$ cat src/rtl/adc_par_read_ctrl.sv
// ---------------------------------------------------------------------------
// adc_par_read_ctrl
//
// Host-side controller for the parallel-bus sound-localization ADC. It pulses
// CONVST to all four channel pairs, waits for the BUSY pulse to complete, then
// reads NUM_CH 16-bit words with one CS_N low window and one RD_N low pulse
// per word. Each word goes out on a valid/ready sample stream.
//
// Optional feature (compile-time macro ADC_PAR_READ_OVERRUN_EN):
//   adds overrun_cnt, a saturating count of start pulses seen outside IDLE.
//
// Ports:
//   XCLK          in   system clock, rising edge
//   RST           in   asynchronous active-high reset
//   start         in   single-cycle frame request (ignored outside IDLE)
//   free_run      in   chain frames back to back after GAP
//   CONVST_A..D   out  conversion start, all four identical
//   CS_N          out  chip select, active low
//   RD_N          out  read strobe, active low
//   WR_N          out  write strobe, tied high
//   BUSY          in   ADC converting, asynchronous to XCLK
//   DB[15:0]      in   ADC data bus
//   sample_data   out  captured word
//   sample_ch     out  word index within the frame
//   sample_valid  out  stream valid
//   sample_ready  in   stream ready
//   frame_done    out  one-cycle pulse after the last word is accepted
//   timeout_err   out  sticky BUSY timeout flag, cleared only by RST
//   idle          out  high while the FSM is in IDLE
//   overrun_cnt   out  (macro only) dropped start pulse count, saturating
// ---------------------------------------------------------------------------
module adc_par_read_ctrl #(
    parameter int NUM_CH        = 8,
    parameter int CONVST_HI_CYC = 2,
    parameter int RD_LO_CYC     = 1,
    parameter int RD_HI_CYC     = 1,
    parameter int GAP_CYC       = 2,
    parameter int TIMEOUT_CYC   = 1024
) (
    input  logic        XCLK,
    input  logic        RST,
    input  logic        start,
    input  logic        free_run,
    output logic        CONVST_A,
    output logic        CONVST_B,
    output logic        CONVST_C,
    output logic        CONVST_D,
    output logic        CS_N,
    output logic        RD_N,
    output logic        WR_N,
    input  logic        BUSY,
    input  logic [15:0] DB,
    output logic [15:0] sample_data,
    output logic [3:0]  sample_ch,
    output logic        sample_valid,
    input  logic        sample_ready,
    output logic        frame_done,
    output logic        timeout_err,
    output logic        idle
`ifdef ADC_PAR_READ_OVERRUN_EN
    ,
    output logic [7:0]  overrun_cnt
`endif
);

    typedef enum logic [2:0] {
        ST_IDLE  = 3'd0,
        ST_CONV  = 3'd1,
        ST_WAIT  = 3'd2,
        ST_RD_LO = 3'd3,
        ST_RD_HI = 3'd4,
        ST_HOLD  = 3'd5,
        ST_DRAIN = 3'd6,
        ST_GAP   = 3'd7
    } state_t;

    // Last-cycle values of the shared in-state cycle counter.
    localparam logic [15:0] CONV_LAST = 16'(CONVST_HI_CYC - 1);
    localparam logic [15:0] RDLO_LAST = 16'(RD_LO_CYC - 1);
    localparam logic [15:0] RDHI_LAST = 16'(RD_HI_CYC - 1);
    localparam logic [15:0] GAP_LAST  = 16'((GAP_CYC > 0) ? (GAP_CYC - 1) : 0);
    localparam logic [15:0] TMO_LAST  = 16'(TIMEOUT_CYC - 1);
    localparam logic [3:0]  K_LAST    = 4'(NUM_CH - 1);

    function automatic logic [15:0] sat_inc(input logic [15:0] v);
        return (v == 16'hFFFF) ? v : (v + 16'd1);
    endfunction

    state_t      state_r;
    state_t      state_n;
    logic [15:0] cnt_r;
    logic [15:0] cnt_n;
    logic [3:0]  k_r;
    logic [3:0]  k_n;
    logic        arm_r;
    logic        arm_n;
    logic        capture_s;
    logic        busy_meta_r;
    logic        busy_sync_r;

    logic        conv_r;
    logic        cs_n_r;
    logic        rd_n_r;
    logic [15:0] data_r;
    logic [3:0]  ch_r;
    logic        valid_r;
    logic        done_r;
    logic        timeout_r;
    logic        idle_r;

    // Two-flop synchronizer for the asynchronous BUSY input.
    always_ff @(posedge XCLK or posedge RST) begin
        if (RST) begin
            busy_meta_r <= 1'b0;
            busy_sync_r <= 1'b0;
        end else begin
            busy_meta_r <= BUSY;
            busy_sync_r <= busy_meta_r;
        end
    end

    // Next-state, word index and BUSY arming logic.
    always_comb begin
        state_n   = state_r;
        k_n       = k_r;
        arm_n     = 1'b0;
        capture_s = 1'b0;
        case (state_r)
            ST_IDLE: begin
                if (start || free_run) begin
                    state_n = ST_CONV;
                end else begin
                    state_n = ST_IDLE;
                end
            end
            ST_CONV: begin
                // A BUSY rise already visible during CONVST still arms the wait.
                arm_n = arm_r | busy_sync_r;
                if (cnt_r >= CONV_LAST) begin
                    state_n = ST_WAIT;
                end else begin
                    state_n = ST_CONV;
                end
            end
            ST_WAIT: begin
                arm_n = arm_r | busy_sync_r;
                if (arm_r && !busy_sync_r) begin
                    state_n = ST_RD_LO;
                    k_n     = 4'd0;
                end else if (cnt_r >= TMO_LAST) begin
                    state_n = ST_GAP;
                end else begin
                    state_n = ST_WAIT;
                end
            end
            ST_RD_LO: begin
                if (cnt_r >= RDLO_LAST) begin
                    capture_s = 1'b1;
                    state_n   = ST_RD_HI;
                end else begin
                    state_n = ST_RD_LO;
                end
            end
            ST_RD_HI: begin
                if (cnt_r >= RDHI_LAST) begin
                    if (k_r == K_LAST) begin
                        state_n = ST_DRAIN;
                    end else if (valid_r && !sample_ready) begin
                        state_n = ST_HOLD;
                    end else begin
                        state_n = ST_RD_LO;
                        k_n     = k_r + 4'd1;
                    end
                end else begin
                    state_n = ST_RD_HI;
                end
            end
            ST_HOLD: begin
                if (!valid_r || sample_ready) begin
                    state_n = ST_RD_LO;
                    k_n     = k_r + 4'd1;
                end else begin
                    state_n = ST_HOLD;
                end
            end
            ST_DRAIN: begin
                if (!valid_r || sample_ready) begin
                    state_n = ST_GAP;
                end else begin
                    state_n = ST_DRAIN;
                end
            end
            ST_GAP: begin
                if (cnt_r >= GAP_LAST) begin
                    if (free_run) begin
                        state_n = ST_CONV;
                    end else begin
                        state_n = ST_IDLE;
                    end
                end else begin
                    state_n = ST_GAP;
                end
            end
            default: begin
                state_n = ST_IDLE;
            end
        endcase
    end

    // In-state cycle counter; DRAIN time counts toward the CS_N-high gap so
    // CONVST follows CS_N rising by GAP_CYC cycles when the stream keeps up.
    always_comb begin
        cnt_n = 16'd0;
        if ((state_n == state_r) || ((state_r == ST_DRAIN) && (state_n == ST_GAP))) begin
            cnt_n = sat_inc(cnt_r);
        end else begin
            cnt_n = 16'd0;
        end
    end

    // FSM state, counter and registered bus strobes.
    always_ff @(posedge XCLK or posedge RST) begin
        if (RST) begin
            state_r <= ST_IDLE;
            cnt_r   <= 16'd0;
            k_r     <= 4'd0;
            arm_r   <= 1'b0;
            conv_r  <= 1'b0;
            cs_n_r  <= 1'b1;
            rd_n_r  <= 1'b1;
            idle_r  <= 1'b1;
        end else begin
            state_r <= state_n;
            cnt_r   <= cnt_n;
            k_r     <= k_n;
            arm_r   <= arm_n;
            conv_r  <= (state_n == ST_CONV);
            cs_n_r  <= !((state_n == ST_RD_LO) || (state_n == ST_RD_HI) || (state_n == ST_HOLD));
            rd_n_r  <= (state_n != ST_RD_LO);
            idle_r  <= (state_n == ST_IDLE);
        end
    end

    // Sample stream register, frame_done pulse and sticky timeout flag.
    always_ff @(posedge XCLK or posedge RST) begin
        if (RST) begin
            data_r    <= 16'd0;
            ch_r      <= 4'd0;
            valid_r   <= 1'b0;
            done_r    <= 1'b0;
            timeout_r <= 1'b0;
        end else begin
            if (capture_s) begin
                data_r  <= DB;
                ch_r    <= k_r;
                valid_r <= 1'b1;
            end else if (sample_ready) begin
                valid_r <= 1'b0;
            end else begin
                valid_r <= valid_r;
            end
            done_r <= (state_r == ST_DRAIN) && (state_n == ST_GAP);
            if ((state_r == ST_WAIT) && (state_n == ST_GAP)) begin
                timeout_r <= 1'b1;
            end else begin
                timeout_r <= timeout_r;
            end
        end
    end

`ifdef ADC_PAR_READ_OVERRUN_EN
    logic [7:0] overrun_r;

    // Saturating count of start requests that arrive while a frame is active.
    always_ff @(posedge XCLK or posedge RST) begin
        if (RST) begin
            overrun_r <= 8'd0;
        end else if (start && (state_r != ST_IDLE) && (overrun_r != 8'hFF)) begin
            overrun_r <= overrun_r + 8'd1;
        end else begin
            overrun_r <= overrun_r;
        end
    end

    assign overrun_cnt = overrun_r;
`endif

    assign CONVST_A     = conv_r;
    assign CONVST_B     = conv_r;
    assign CONVST_C     = conv_r;
    assign CONVST_D     = conv_r;
    assign CS_N         = cs_n_r;
    assign RD_N         = rd_n_r;
    assign WR_N         = 1'b1;
    assign sample_data  = data_r;
    assign sample_ch    = ch_r;
    assign sample_valid = valid_r;
    assign frame_done   = done_r;
    assign timeout_err  = timeout_r;
    assign idle         = idle_r;

endmodule

$ cat config.mk
export PLATFORM = sky130hd
export DESIGN_NAME = adc_par_read_ctrl
export DESIGN_NICKNAME = d
export VERILOG_FILES = /design/src/rtl/adc_par_read_ctrl.sv
export SDC_FILE = /design/constraint.sdc
export NUM_CORES = 1
export LEC_CHECK = 0
export CAP_MARGIN = 20
export CORE_UTILIZATION = 33
export CTS_CLUSTER_DIAMETER = 80
export CTS_CLUSTER_SIZE = 20
export DETAILED_ROUTE_END_ITERATION = 6
export GPL_TIMING_DRIVEN = 0
export PLACE_DENSITY = 0.66
export SYNTH_ARGS = -nofsm -noshare
export SYNTH_HDL_FRONTEND = slang
export SYNTH_SLANG_ARGS = --single-unit
$ cat constraint.sdc
create_clock -name XCLK -period 5.4 [get_ports XCLK]
set_clock_uncertainty 0.15 [all_clocks]
set_input_delay 0.54 -clock XCLK [delete_from_list [all_inputs] [get_ports XCLK]]
set_output_delay 0.54 -clock XCLK [all_outputs]
set_load 0.005 [all_outputs]
## After elaboration in Yosys (flattened, before gate mapping)

Cells that the tools add are included.

| word-level totals | value |
|---|---|
| register bits | 53 |
| output and inout bits | 31 |
| logic and storage cells | 88 |

| cells by class | value |
|---|---|
| add/sub/neg operators | 2 |
| order comparisons | 3 |
| eq/ne operators | 22 |
| muxes and demuxes | 26 |
| bitwise operators | 1 |
| reduce and logical (&&, ||, !) cells | 19 |

Operators by type and width:

| kind | number |
|---|---|
| 16-bit by 1-bit >= comparator with 1-bit output (second input constant) | 2 |
| 16-bit 2-to-1 mux | 2 |
| 3-bit 2-to-1 mux | 8 |
| 3-bit one-hot mux with 8 select lines | 1 |
| 3-bit == test (second input constant) | 7 |
| 4-bit 2-to-1 mux | 5 |
| 16-bit by 1-bit adder with 16-bit output (second input constant) | 1 |
| 16-bit == test (second input constant) | 1 |
| 16-bit by 10-bit >= comparator with 1-bit output (second input constant) | 1 |
| 2-bit != test (second input constant) | 6 |
| 4-bit one-hot mux with 3 select lines | 1 |
| 3-bit by 2-bit == test with 1-bit output (second input constant) | 3 |
| 1-bit 2-to-1 mux | 8 |
| 3-bit by 1-bit == test with 1-bit output (second input constant) | 2 |
| 3-bit zero test | 2 |
| 6-bit AND reduction | 1 |
| 1-bit logical OR | 5 |
| 4-bit by 1-bit adder with 4-bit output (second input constant) | 1 |
| 4-bit by 3-bit == test with 1-bit output (second input constant) | 1 |
| 1-bit logical AND | 4 |
| 1-bit zero test | 4 |
| 3-bit == test | 1 |
| 3-bit by 2-bit != test with 1-bit output (second input constant) | 1 |
| 3-bit nonzero test | 1 |
| 4 further kinds | 4 |

## Longest topological paths before layout

| logic depth | value |
|---|---|
| word-level depth | 10 |
| depth in mapped cells | 8 |
| gate-level depth less buffers | 8 |

## Least setup slack after synthesis

Ideal clock, no wire load.

| timing | value |
|---|---|
| kind | reg-to-reg |
| from | register cnt_r[0] |
| to | register cnt_r[0] |
| setup time | 0.080 ns |
| arrival time | 1.662 ns |
| required time | 5.170 ns |
| slack | 3.508 ns |
| stages on the path, launching flop included | 9 |
| clock period less this slack | 1.892 ns |
| cell sequence | dfrtp_1 > inv_1 > ha_1 > nor4b_2 > nand4_1 > o211ai_2 > o21bai_4 > buf_6 > nor3_2 |

| between the ends | value |
|---|---|
| cells in the longest elaborated chain, start to end | 8 |
| elaborated cells between the ends (all ways) | 19 |
| those cells by class | 1 x add/sub; 3 x order compare; 4 x eq/ne; 9 x mux; 2 x reduce/logical |

Ends and longest elaborated chain:

| what | line | text |
|---|---|---|
| start: declaration | 91 | `logic [15:0] cnt_r;` |
| start signal: assignment | 234 | `cnt_r <= cnt_n;` |
| 16-bit by 10-bit >= comparator with 1-bit output | 150 | `end else if (cnt_r >= TMO_LAST) begin` |
| 3-bit 2-to-1 mux | 150 |  |
| 3-bit 2-to-1 mux | 147 | `if (arm_r && !busy_sync_r) begin` |
| 3-bit one-hot mux with 8 select lines | 128 | `case (state_r)` |
| 3-bit == test | 214 | `if ((state_n == state_r) \|\| ((state_r == ST_DRAIN) && (state_n == ST_GAP))) begin` |
| 1-bit logical AND | 214 |  |
| 1-bit logical OR | 214 |  |
| 2-bit != test (no source line) or 16-bit 2-to-1 mux (tied branches) | - |  |

Several ways; a longest one is shown, not always the timed one. The select of a mux whose other input is x is not followed.
A chain may end at the register's enable or synchronous reset.

## Worst setup path after layout

| timing | value |
|---|---|
| from | register cnt_r[0] |
| to | register cnt_r[8] |

The elaborated chain is that of the path after synthesis.

==> results by group <==
Status
  • Status: complete, no violations

Layout
  • Layout cells sized above 1: 22.7%
  • Final nets: 320
  • Area delta synth->final: 28.5%
  • Core Util, Final: 44.5%
  • Antenna cells: 0

Timing
  • Setup violators final: 0
  • RSZ-0062 raised after global routing: false
  • Final min period: 2.19 ns
  • Worst slew margin: 61.1%
  • Period utilisation layout: 40.6%
  • Pins Over Slew Limit: 0
  • Max frequency: 456 MHz
  • Final Hold Viols: 0
  • Min Hold Slack: 0.203 ns
  • Setup ws final: 3.21 ns
  • Final setup TNS: 0 ns
  • Worst slew pin tran: 0.580 ns

Drt
  • WL met1: 2700 um
  • Final WL: 5460 um
  • DR top layer: met4
  • Drt wl/cell: 13.8 um
  • Met3 wire len: 314 um
  • DR DRC count: 0
  • DRT Pass-1 Iters: 4
  • Met2 wire length: 2380 um
  • Vias per inst: 4.99
  • DR iter-0 viols: 77
  • Vias: 1980
  • DRT antenna net count: 0

Clock network
  • Clock buffer depth: 2
  • TritonCTS clock tree: yes
  • CTS clk-pin slew, worst paths: 0.09 ns
  • CTS buffer count: 5
  • Postcts setup bufs: 0
  • CTS hold repair buffers: 0
  • CTS sink cnt: 53
  • Post-CTS sizing: 0
  • Max H-tree Level: 2
  • Clock root buffer: clkbuf_8
  • Worst-Skew Late Latency: 0.31 ns

Pwr
  • Cell-internal power: 1.13 mW
  • Pwr Density: 502 nW/um^2
  • Flop pwr share: 33.7%
  • Clk pwr share: 16.1%
  • Part of the power in combinational logic: 50.2%
  • Pleak: 1.42 nW
  • Switching power total: 0.621 mW
  • Sw Share: 35.4%
  • Peak VDD IR: 0.000207 V

Yosys
  • Post-synthesis average cell area: 11.6 um^2
  • Cells after Synth: 235
  • Synth warnings: 0
  • Synth cell types: 52
  • Number of enable flip-flop cells after synthesis: 0
  • Register area share after synthesis: 48.9%
  • Post-Syn Area: 2720 um^2
  • Synth async-reset ratio: 100%
  • Most used DFF post-synth: dfrtp_1
  • Post-Syn Nets: 261
  • Seq cells post-synth: 53

Die
  • Die area: 8600 um^2
  • Die boundary height: 92.7 um
  • Row cnt: 32
  • I/O Pins: 53
  • Initial Util: 34.6%
  • Die width: 92.7 um
  • Core area: 7850 um^2

Place
  • Port bufs: 51
  • Place WS: 2.94 ns
  • Placer Congestion: 0.805
  • Hpwl dp: 4010 um

Setup path
  • Reg2Reg Setup Slack: 3.21 ns
  • Reg-to-Reg End: cnt_r[8]
  • WP data arrival: 2.27 ns
  • Reg2Reg Depth: 8
  • WP data required: 5.48 ns
  • Kind of critical path: reg2reg
  • Critical path endpoint category: register
  • CP max FO: 10
  • Worst setup SP type: register
  • FF-to-FF Start: cnt_r[0]

Hold path
  • Hold Path Sink: busy_sync_r
  • Hold Path Depth: 0
  • Worst min path class: reg2reg
  • Hold Crit Start: busy_meta_r

GRT
  • First-pass GRT wire length: 9290 um
  • Initial antenna violation count: 0
  • Largest net degree at the start of global routing: 41
  • Vias in the first global route: 1967
  • Total GRT Usage: 13.7%
  • Grt ovf: 0

Flow run
  • Max-Cap Viols: 0
==> cells in the final DEF (no fill, tap or decap), types with 5 or more instances in the layout <==
master and count:
buf_2 5, clkbuf_8 6, clkdlybuf4s50_1 51, dfrtp_1 50, inv_1 6, mux2_2 19, mux2i_1 5, nand2_1 13
nand2b_1 6, nand3_1 7, nand4_1 5, nor2_1 10, nor3_1 14, nor3_2 11, o21ai_0 6, xnor2_1 10
==> metrics by stage <==
step	cells	total power [mW]	area (um^2)
6_report	397	1.75	3490
5_1_grt	397	1.88	3490
4_1_cts	397	1.78	3490
3_5_place_dp	389	1.49	3380
3_3_place_gp	388	1.46	3360
2_1_floorplan	235	1.16	2720
==> per-layer routing <==
metal,vias up,GRT usage [%]
met1,959,18.9
met4,0,4.62
met2,51,20.7
met3,7,3.61
met5,-,0
li1,963,-
==> cell usage after synthesis, types with 2 or more instances <==
| library cell | number | area, um^2 |
|---|---|---|
| dfrtp_1 | 50 | 1250 |
| mux2_2 | 19 | 214 |
| nor3_1 | 14 | 70.1 |
| nand2_1 | 13 | 48.8 |
| nor3_2 | 11 | 110 |
| nor2_1 | 10 | 37.5 |
| xnor2_1 | 10 | 87.6 |
| inv_1 | 7 | 26.3 |
| nand3_1 | 7 | 35.0 |
| nand2b_1 | 6 | 37.5 |
| o21ai_0 | 6 | 30.0 |
| buf_2 | 5 | 25.0 |
| mux2i_1 | 5 | 50.1 |
| nand4_1 | 5 | 31.3 |
| a21oi_1 | 4 | 20.0 |
| and3_1 | 4 | 25.0 |
| buf_4 | 4 | 30.0 |
| ha_1 | 4 | 50.1 |
| nor4_2 | 4 | 50.1 |
| a211oi_1 | 3 | 22.5 |
| a31oi_1 | 3 | 18.8 |
| and2_1 | 3 | 18.8 |
| dfstp_2 | 3 | 78.8 |
| nor2b_1 | 3 | 18.8 |
| nor4_1 | 3 | 18.8 |
| a21o_1 | 2 | 15.0 |
| buf_6 | 2 | 22.5 |
==> worst max-delay path by stage <==
stage                             from  endpoint  slack (ns)  cells past startpoint
after floorplan                    RST  CONVST_A        3.43                      1
after global placement             RST    k_r[0]        2.41                      2
after detailed placement  sample_ready  cnt_r[1]        2.94                      7
after CTS                     cnt_r[0]  cnt_r[1]        3.20                      8
after global routing          cnt_r[0]  cnt_r[0]        3.05                      8
final                         cnt_r[0]  cnt_r[8]        3.21                      8
==> power groups by stage <==
stage	Combinational, mW	Sequential, mW	Clock, mW
detailed placement	0.887	0.600	0
global route	0.964	0.608	0.307
finish	0.879	0.591	0.282
global placement	0.872	0.593	0
floorplan	0.562	0.596	0
CTS	0.892	0.593	0.291
==> final cells by class <==
class	count	area (um^2)
fill	766	4360
sequential	53	1330
multi-input combinational	163	1280
timing repair buffer	52	531
tap	102	128
clock buffer	7	86.3
buffer	12	81.3
clock inverter	1	30.0
inverter	7	26.3
==> flip-flops by register name, indices dropped and copies added, names as in the netlist <==
| signal | flops |
|---|---|
| CS_N | 1 |
| RD_N | 1 |
| timeout_err | 1 |
| sample_valid | 1 |
| k_r | 4 |
| state_r | 3 |
| sample_data | 16 |
| frame_done | 1 |
| busy_meta_r | 1 |
| busy_sync_r | 1 |
| idle | 1 |
| cnt_r | 16 |
| sample_ch | 4 |
| arm_r | 1 |
| CONVST_A | 1 |
==> logic make-up (layout without fill, tap and decap cells) <==
family	Yosys count	after routing	share of synthesized area (%)
AOI/OAI and AO/OA	31	31	9.16
xor gates and xnor gates	10	10	3.22
adders and majority gates	4	4	1.84
buffers and inverters	19	79	3.96
DFF	53	53	48.9
muxes	24	24	9.71
other	1	1	0.138
and+or+nand+nor	93	93	23.0
==> critical path: stages, from the launching register on <==
cell and delay (ns):
dfrtp_1 0.44, inv_1 0.11, ha_1 0.16, nor4b_2 0.18, nand4_1 0.27, nand3_1 0.23
nand4b_4 0.19, buf_6 0.21, nor3_2 0.17
(Power assumes the default switching activity.)
